--- config.mk ---
export PLATFORM = sky130hd
export DESIGN_NAME = dmem_bus_ctrl
export DESIGN_NICKNAME = d
export VERILOG_FILES = /design/src/rtl/dmem_pkg.sv /design/src/rtl/dmem_timeout.sv /design/src/rtl/dmem_bus_ctrl.sv
export SDC_FILE = /design/constraint.sdc
export NUM_CORES = 1
export LEC_CHECK = 0
export BUFFER_PORTS_ARGS = -buffer_cell sky130_fd_sc_hd__buf_2
export CAP_MARGIN = 20
export CORE_MARGIN = 2
export CORE_UTILIZATION = 47
export CTS_CLUSTER_DIAMETER = 120
export DETAILED_ROUTE_END_ITERATION = 10
export PLACE_DENSITY = 0.77
export SLEW_MARGIN = 10
export SYNTH_ARGS = -nofsm -noshare
export SYNTH_HDL_FRONTEND = slang
export SYNTH_SLANG_ARGS = --single-unit
--- constraint.sdc ---
create_clock -name CLK -period 2.2 [get_ports CLK]
set_clock_uncertainty 0.05 [all_clocks]
set_input_delay 0.22 -clock CLK [delete_from_list [all_inputs] [get_ports CLK]]
set_output_delay 0.22 -clock CLK [all_outputs]
set_load 0.05 [all_outputs]
--- src/rtl/dmem_pkg.sv ---
// Shared types and constants for the data-memory bus controller.
// State encoding, strobe constants and the word-address width.
package dmem_pkg;

  typedef enum logic [1:0] {
    IDLE  = 2'd0,
    ADDR  = 2'd1,
    RWAIT = 2'd2,
    DONE  = 2'd3
  } state_e;

  localparam logic [3:0] STB_NONE = 4'b0000;
  localparam logic [3:0] STB_WORD = 4'b1111;

  localparam int AW = 30;

endpackage

--- src/rtl/dmem_timeout.sv ---
// Bus wait-state watchdog: counts cycles while enabled and flags the
// cycle in which the count would reach TIMEOUT.
module dmem_timeout #(
  parameter int TIMEOUT = 255,
  parameter int TW      = 8
) (
  input  logic clk,
  input  logic rst_n,
  input  logic clr,
  input  logic en,
  output logic expire
);

  localparam logic [TW-1:0] LAST = TW'(TIMEOUT - 1);

  logic [TW-1:0] cnt;

  // Fires in the TIMEOUT-th enabled cycle after a clear.
  assign expire = en & ~clr & (cnt == LAST);

  always_ff @(posedge clk or negedge rst_n) begin
    if (!rst_n) begin
      cnt <= '0;
    end else if (clr) begin
      cnt <= '0;
    end else if (en) begin
      cnt <= cnt + TW'(1);
    end
  end

endmodule

--- src/rtl/dmem_bus_ctrl.sv ---
// M-stage data-memory access controller: runs each aligner access as a
// valid/ready bus transaction and stalls the pipe until it completes.
module dmem_bus_ctrl
  import dmem_pkg::*;
#(
  parameter int TIMEOUT = 255,
  parameter int TW      = 8
) (
  input  logic          CLK,
  input  logic          RST_N,
  input  logic          REQ_RD,
  input  logic          REQ_WR,
  input  logic [AW-1:0] MADDR,
  input  logic [31:0]   MDATAO,
  input  logic [3:0]    MWSTB,
  output logic [31:0]   MDATAI,
  output logic          STALL,
  output logic          ERR,
  output logic          BUS_VALID,
  input  logic          BUS_READY,
  output logic          BUS_WRITE,
  output logic [AW-1:0] BUS_ADDR,
  output logic [31:0]   BUS_WDATA,
  output logic [3:0]    BUS_WSTB,
  input  logic          BUS_RVALID,
  input  logic [31:0]   BUS_RDATA,
  input  logic          BUS_ERR
);

  state_e state;
  logic   req;
  logic   tmo_clr;
  logic   tmo_en;
  logic   tmo_exp;

  assign req   = REQ_RD | REQ_WR;
  assign STALL = req & (state != DONE);

  // Clear on every entry into a wait state.
  assign tmo_clr = ((state == IDLE) & req)
                 | ((state == ADDR) & BUS_READY & ~BUS_WRITE);
  assign tmo_en  = (state == ADDR) | (state == RWAIT);

  dmem_timeout #(
    .TIMEOUT(TIMEOUT),
    .TW     (TW)
  ) u_tmo (
    .clk   (CLK),
    .rst_n (RST_N),
    .clr   (tmo_clr),
    .en    (tmo_en),
    .expire(tmo_exp)
  );

  always_ff @(posedge CLK or negedge RST_N) begin
    if (!RST_N) begin
      state     <= IDLE;
      MDATAI    <= '0;
      ERR       <= 1'b0;
      BUS_VALID <= 1'b0;
      BUS_WRITE <= 1'b0;
      BUS_ADDR  <= '0;
      BUS_WDATA <= '0;
      BUS_WSTB  <= STB_NONE;
    end else begin
      ERR <= 1'b0;
      unique case (state)
        IDLE: begin
          if (req) begin
            BUS_ADDR  <= MADDR;
            BUS_WDATA <= MDATAO;
            BUS_WRITE <= REQ_WR;
            BUS_WSTB  <= REQ_WR ? MWSTB : STB_NONE;
            BUS_VALID <= 1'b1;
            state     <= ADDR;
          end
        end
        ADDR: begin
          // A handshake in the expiry cycle still wins.
          if (BUS_READY) begin
            BUS_VALID <= 1'b0;
            if (BUS_WRITE) begin
              ERR   <= BUS_ERR;
              state <= DONE;
            end else begin
              state <= RWAIT;
            end
          end else if (tmo_exp) begin
            BUS_VALID <= 1'b0;
            ERR       <= 1'b1;
            if (!BUS_WRITE) begin
              MDATAI <= '0;
            end
            state <= DONE;
          end
        end
        RWAIT: begin
          if (BUS_RVALID) begin
            MDATAI <= BUS_ERR ? 32'h0 : BUS_RDATA;
            ERR    <= BUS_ERR;
            state  <= DONE;
          end else if (tmo_exp) begin
            MDATAI <= '0;
            ERR    <= 1'b1;
            state  <= DONE;
          end
        end
        DONE: begin
          state <= IDLE;
        end
        default: begin
          state <= IDLE;
        end
      endcase
    end
  end

endmodule

==> flow_summary_export.csv, run 1 <==
group,metric,value,unit
synthesis,synth-edff-count,0,
synthesis,syn-num-nets,622,
critical_path,arrival,2.29,ns
run_status,outcome,"finished, final reports clean",
placed_design,place_area,5880,um2
synthesis,yosysTopAreaCell,"dfrtp_1",
synthesis,synth-seq-area-share,58.9,%
global_route,track_usage,23.7,%
detailed_routing,drtIter0Drc,254,
power_and_ir_drop,peakVddDrop,866,uV
sta,layout_setup_ws,0.162,ns
clocking,clkSlewWorstSetupHoldPaths,0.10,ns
placed_design,port_buffers,206,
floorplan,initial_utilization,48.2,%
final_layout,drive_gt1_share,34.9,%
detailed_routing,routed-wl-met2,6760,um
critical_path,crit_path_max_incr_delay,0.41,ns
global_route,grt_max_degree,67,
sta,hold_violations,0,
floorplan,core.rowCount,36,
worst_hold_path,hold_start,"MDATAO[23]",
detailed_routing,avgRoutedWirePerCell,14.2,um
flow_run,max_cap_viol_count,0,
sta,hold_slack,0.00219,ns
critical_path,crit_type,"flop to flop",
synthesis,netlist_area,4710,um2
floorplan,coreArea,9770,um2
clocking,cts_root_buf,"clkbuf_8",
final_layout,finalInstanceArea,6570,um2
detailed_routing,routed.top_layer,"met4",
critical_path,crit_buf_inv,2,
sta,fin_tns_setup,0,ns
critical_path,crit_slowest_cell,"dfrtp_1",
clocking,clk_path_buf_depth,2,
global_route,grt_pass1_vias,4418,
critical_path,cp_top_family,"flip-flops",
final_layout,finalNonFillerCells,898,
final_layout,area_growth,39.3,%
detailed_routing,via_count,4325,
clocking,numCtsBuffers,9,
synthesis,synthTopCellsByCount,"nand2_1, dfrtp_1, o21ai_2, nor2_1, clkbuf_1",
synthesis,synth_flop_cell,"dfrtp_1",
clocking,h-tree-depth,3,
critical_path,startpoint,"state[1]$_DFFE_PN0P_",
floorplan,dieWidth,104,um
clocking,cts.sinks,111,
final_layout,nNetsFinal,872,
detailed_routing,ant_nets,0,
critical_path,ff2ff_setup_slack,0.16,ns
detailed_routing,postRouteWirelength,12700,um
sta,period_needed,2.04,ns
critical_path,crit_path_start_kind,"flop",
placed_design,place_congestion,0.805,
sta,fmax,491,MHz
worst_hold_path,hp-class,"input port to flop",
synthesis,ys_types,40,
synthesis,synth_area_leaders,"dfrtp_1, nand2_1, o21ai_2",
synthesis,ys_ff_latch,111,
critical_path,worstPathMaxFanout,34,
sta,rsz0062_at_grt,"no",
synthesis,synth_area_per_cell,9.24,um2
floorplan,io_pins,207,
power_and_ir_drop,power_density,1470,nW/um2
power_and_ir_drop,p_leak,0.00359,uW
floorplan,die_h,104,um
global_route,gr-total-overflow,0,
sta,setup_violations,0,
sta,worstMarginPinSlew,0.630,ns
detailed_routing,firstDrtPassIters,5,
detailed_routing,drc,0,
synthesis,synthCells,510,
detailed_routing,wl_met3,632,um
sta,timing.final.crit_share,92.6,%
clocking,tritoncts,"built",
sta,max_slew_margin,58.0,%
placed_design,dpl.cell_count,831,
synthesis,async_reset_ff_share,100,%
synthesis,synthMostInstantiatedCell,"nand2_1",
global_route,grt_pass1_wl,20700,um
clocking,cts_setup_buffers,0,
sta,maxSlewViolCount,0,
detailed_routing,viasPerCell,4.82,
floorplan,dieArea,10800,um2
synthesis,yosys.area.top_type_share,58.9,%
placed_design,dp_slack,0.172,ns
critical_path,crit_path_cell_trace,"inv_1, ha_1, mux2_4, a31oi_4, buf_12, nand2_1, o21ai_2",
global_route,antenna_found_initial,1,
critical_path,end_kind,"flop",
placed_design,dp_hpwl,8790,um
critical_path,r2r-start,"state[1]$_DFFE_PN0P_",
synthesis,yosysWarnings,0,
clocking,clk_latency,0.36,ns
critical_path,critPathRequiredTime,2.45,ns
detailed_routing,wl_met1,4930,um
-- kinds of logic after synthesis --
kind of cell	after synthesis	synth area share (%)
AND/OR/NAND/NOR	299	24.8
XOR/XNOR	5	0.929
multiplexers	2	0.531
flip-flops	111	58.9
adder cells (fa/ha/maj)	7	1.86
AO/OA/AOI/OAI	55	8.92
buffers and inverters	31	4.01
-- placed cells by master, fill, tap and decap left out, types with 3 or more instances in the layout --
cell type	netlist	layout
a21oi_1	6	6
buf_12	0	4
buf_2	7	205
buf_4	1	7
clkbuf_8	0	10
dfrtp_1	111	111
dlygate4sd3_1	0	51
ha_1	7	7
inv_1	3	3
nand2_1	268	268
nand3_1	4	4
nand4_1	4	4
nor2_1	13	12
o21ai_0	7	7
o21ai_2	28	28
xor2_1	4	4
-- final timing paths --
kind | to | cells past startpoint
setup / recovery | MDATAI[21]$_DFFE_PN0P_ | 7
hold / removal | BUS_WDATA[23]$_DFFE_PN0P_ | 3
setup reg to reg | MDATAI[21]$_DFFE_PN0P_ | 7
hold reg to reg | BUS_ADDR[4]$_DFFE_PN0P_ | 2
max in group asynchronous | BUS_ADDR[3]$_DFFE_PN0P_ | 3
min in group asynchronous | BUS_ADDR[15]$_DFFE_PN0P_ | 2
-- stage by stage --
step           util (%)  power [uW]
2_1_floorplan         -        7150
3_5_place_dp       60.1        8470
5_1_grt            67.2       10200
3_3_place_gp       60.1        8320
4_1_cts            67.0        9680
6_report           67.2        9660
-- worst reg2reg max path, delay by kind of cell, from the launching register on --
family | cells | cell delay [ns]
flops | 1 | 0.41
mux | 1 | 0.34
buf+inv | 2 | 0.38
compound gates | 2 | 0.37
simple gates | 1 | 0.10
fa+ha+maj | 1 | 0.32
-- layer usage --
metal / up-vias / GRT usage, %
met2: 154 / 42.2
met4: 0 / 11.6
met1: 2025 / 27.0
met5: - / 0
li1: 2114 / -
met3: 32 / 4.89
-- report_power, final --
group | leakage [uW] | switching (uW) | total, uW | internal (uW)
Sequential | 0.00143 | 422 | 3200 | 2780
Combinational | 0.00208 | 4070 | 5330 | 1250
Clock | 0.0000854 | 685 | 1130 | 447
-- final cells by class --
cell class / instances / area [um2]
fillers: 766 / 3210
flip-flops and latches: 111 / 2780
multi-input cells: 368 / 1760
repair buffers: 267 / 1670
well taps: 133 / 166
clock buffers: 10 / 138
clock inverters: 5 / 41.3
inverters: 3 / 11.3
diodes: 1 / 2.50
-- state kept, by name, indices dropped and copies added (netlist names) --
name and flops:
BUS_WDATA 32, MDATAI 32, BUS_ADDR 30, u_tmo.cnt 8
BUS_WSTB 4, state 2, BUS_VALID 1, BUS_WRITE 1
ERR 1
-- timing repair --
item | in CTS | in global routing
hold buffers | 49 | 2
endpoints found under the hold margin | 84 | 2
gates resized for setup | 0 | 0
Note: power is estimated with default switching activity, not from simulation.
==> run 2, diff against run 1 <==
--- a/config.mk
+++ b/config.mk
@@ -5,13 +5,14 @@
 export SDC_FILE = /design/constraint.sdc
 export NUM_CORES = 1
 export LEC_CHECK = 0
+export ABC_AREA = 1
 export BUFFER_PORTS_ARGS = -buffer_cell sky130_fd_sc_hd__buf_2
 export CAP_MARGIN = 20
 export CORE_MARGIN = 2
-export CORE_UTILIZATION = 47
+export CORE_UTILIZATION = 48
 export CTS_CLUSTER_DIAMETER = 120
 export DETAILED_ROUTE_END_ITERATION = 10
-export PLACE_DENSITY = 0.77
+export PLACE_DENSITY = 0.78
 export SLEW_MARGIN = 10
 export SYNTH_ARGS = -nofsm -noshare
 export SYNTH_HDL_FRONTEND = slang
==> run 2 against run 1 <==
  * Maximum frequency shrank 3.5%
  * Utilization grew 1.4 points
  * Largest cell class unchanged
  * Synthesized area grew 4.1%
  * Critical endpoint is now MDATAI[25]$_DFFE_PN0P_
  * Largest power group unchanged
  * Synthesized cell count grew 18%
==> flow_summary_export.csv, run 2 <==
group,metric,value,unit
detailed_routing,ant_nets,0,
synthesis,yosysTopAreaCell,"dfrtp_1",
global_route,track_usage,25.5,%
power_and_ir_drop,p_leak,0.00388,uW
detailed_routing,routed-wl-met2,7250,um
run_status,outcome,"finished, final reports clean",
critical_path,arrival,2.32,ns
global_route,gr-total-overflow,0,
detailed_routing,wl_met1,5680,um
final_layout,finalInstanceArea,6760,um2
synthesis,synthTopCellsByCount,"nand2_1, dfrtp_1, nor2_1, nand4_1, inv_1",
power_and_ir_drop,peakVddDrop,1070,uV
detailed_routing,firstDrtPassIters,6,
sta,max_slew_margin,45.5,%
sta,period_needed,2.11,ns
critical_path,r2r-start,"state[0]$_DFFE_PN0P_",
clocking,clkSlewWorstSetupHoldPaths,0.10,ns
critical_path,crit_path_start_kind,"flop",
detailed_routing,via_count,4904,
detailed_routing,viasPerCell,5.01,
synthesis,yosysWarnings,0,
clocking,clk_latency,0.37,ns
synthesis,yosys.area.top_type_share,56.6,%
clocking,tritoncts,"built",
floorplan,coreArea,9860,um2
critical_path,critPathRequiredTime,2.40,ns
synthesis,ys_types,27,
floorplan,die_h,105,um
synthesis,synth-edff-count,0,
flow_run,max_cap_viol_count,0,
final_layout,mostFrequentLayoutCell,"nand2_1",
synthesis,synth_area_per_cell,8.18,um2
critical_path,end_kind,"flop",
detailed_routing,drtIter0Drc,284,
clocking,h-tree-depth,3,
sta,worstMarginPinSlew,0.815,ns
detailed_routing,wl_met3,653,um
power_and_ir_drop,total_power,10000,uW
synthesis,synth_flop_cell,"dfrtp_1",
detailed_routing,drc,0,
final_layout,layout_common_cells,"nand2_1, buf_2, dfrtp_1, dlygate4sd3_1, nor2_1",
synthesis,async_reset_ff_share,100,%
global_route,grt_pass1_vias,4806,
synthesis,netlist_area,4910,um2
clocking,clk_path_buf_depth,2,
detailed_routing,postRouteWirelength,14100,um
synthesis,syn-num-nets,712,
floorplan,core.rowCount,36,
clocking,numCtsBuffers,9,
critical_path,crit_type,"flop to flop",
final_layout,area_growth,37.7,%
final_layout,reg.largest.list,"BUS_WDATA: 32 flops, MDATAI: 32 flops, BUS_ADDR: 30 flops",
sta,hold_slack,0.0143,ns
sta,layout_setup_ws,0.0887,ns
floorplan,dieWidth,105,um
worst_hold_path,hold_start,"MDATAO[28]",
sta,hold_violations,0,
placed_design,port_buffers,206,
final_layout,nNetsFinal,954,
sta,fmax,474,MHz
synthesis,synth-seq-area-share,56.6,%
synthesis,ys_ff_latch,111,
detailed_routing,routed.top_layer,"met4",
clocking,cts_root_buf,"clkbuf_8",
synthesis,synth_area_leaders,"dfrtp_1, nand2_1, nand4_1",
sta,maxSlewViolCount,0,
global_route,grt_max_degree,68,
detailed_routing,avgRoutedWirePerCell,14.4,um
critical_path,reg2regPathDepth,11,
placed_design,dp_slack,-0.0511,ns
synthesis,synthCells,600,
placed_design,dp_hpwl,9190,um
global_route,antenna_found_initial,1,
final_layout,drive_gt1_share,29.0,%
floorplan,initial_utilization,49.8,%
placed_design,place_area,6040,um2
worst_hold_path,hp-class,"input port to flop",
placed_design,place_congestion,0.885,
floorplan,io_pins,207,
worst_hold_path,whs_path_depth,3,
critical_path,worstPathMaxFanout,16,
power_and_ir_drop,power_density,1480,nW/um2
sta,setup_violations,0,
synthesis,synthMostInstantiatedCell,"nand2_1",
critical_path,startpoint,"state[0]$_DFFE_PN0P_",
global_route,grt_pass1_wl,22500,um
sta,timing.final.crit_share,96.0,%
clocking,cts.sinks,111,
floorplan,dieArea,11100,um2
## run 2: changes by cell type in the layout (fill, tap and decap cells not counted), moves of 3 or more
cell / previous run / this run
nand2_1: 268 / 312
inv_1: 3 / 22
xor2_1: 4 / 0
o21ai_2: 28 / 0
dlygate4sd3_1: 51 / 45
nor2_1: 12 / 40
a21oi_1: 6 / 9
nand3_1: 4 / 11
nand3_4: 0 / 3
nand4_1: 4 / 33
## run 2: worst paths after layout
kind	to	slack [ns]
max	MDATAI[25]$_DFFE_PN0P_	0.09
min	BUS_WDATA[28]$_DFFE_PN0P_	0.01
max reg2reg	MDATAI[25]$_DFFE_PN0P_	0.09
min reg2reg	BUS_WDATA[26]$_DFFE_PN0P_	0.42
max in group asynchronous	MDATAI[27]$_DFFE_PN0P_	1.24
min in group asynchronous	BUS_ADDR[12]$_DFFE_PN0P_	0.21
## run 2: repair_timing
action / in CTS / in global routing
pin swaps: 0 / 2
cloned: 1 / 1
hold buffers: 45 / 0
setup buffers: 0 / 2
endpoints found under the setup margin: 32 / 95
hold endpoints to repair: 61 / 0
resized for setup: 2 / 9
## run 2: final cells by class
cell class                 instances  area, um2
fill                             742       3100
sequential                       111       2780
multi-input combinational        434       1940
timing repair buffer             263       1610
tap                              133        166
clock buffer                      10        128
inverter                          23       86.3
clock inverter                     4       48.8
antenna                            1       2.50
## run 2: routing by layer
metal	track usage, %	up-vias
li1	-	2357
met1	30.2	2311
met2	44.0	191
met3	4.30	45
met4	13.8	0
met5	0	-
## run 2: metrics by stage
step           TNS [ns]  util [%]  std cells
6_report              0      68.6        979
5_1_grt          -0.565      68.6        979
4_1_cts               0      67.8        975
3_5_place_dp     -0.636      61.2        915
3_3_place_gp          0      61.2        915
2_1_floorplan         0         -        600
## run 2: cell families after synthesis
group | synth area share, %
adders and majority gates | 1.78
xor gates and xnor gates | 0.178
buffers and inverters | 4.97
and+or+nand+nor | 34.5
AOI/OAI and AO/OA | 2.04
DFF | 56.6
## run 2: worst max-delay path, cell delays in order, from the launching register on
cell     delay (ns)
dfrtp_1        0.42
inv_1          0.13
ha_4           0.31
nand2_1        0.05
inv_1          0.04
nand2_1        0.04
nor2_1         0.20
nand3_1        0.17
nand2_4        0.16
nand3_4        0.21
nand2_1        0.14
nand2_1        0.05
## run 2: power by group
| part | internal [uW] | leakage, uW | switching, uW |
|---|---|---|---|
| combinational | 1310 | 0.00235 | 4420 |
| sequential | 2750 | 0.00143 | 393 |
| clock | 514 | 0.0000920 | 652 |
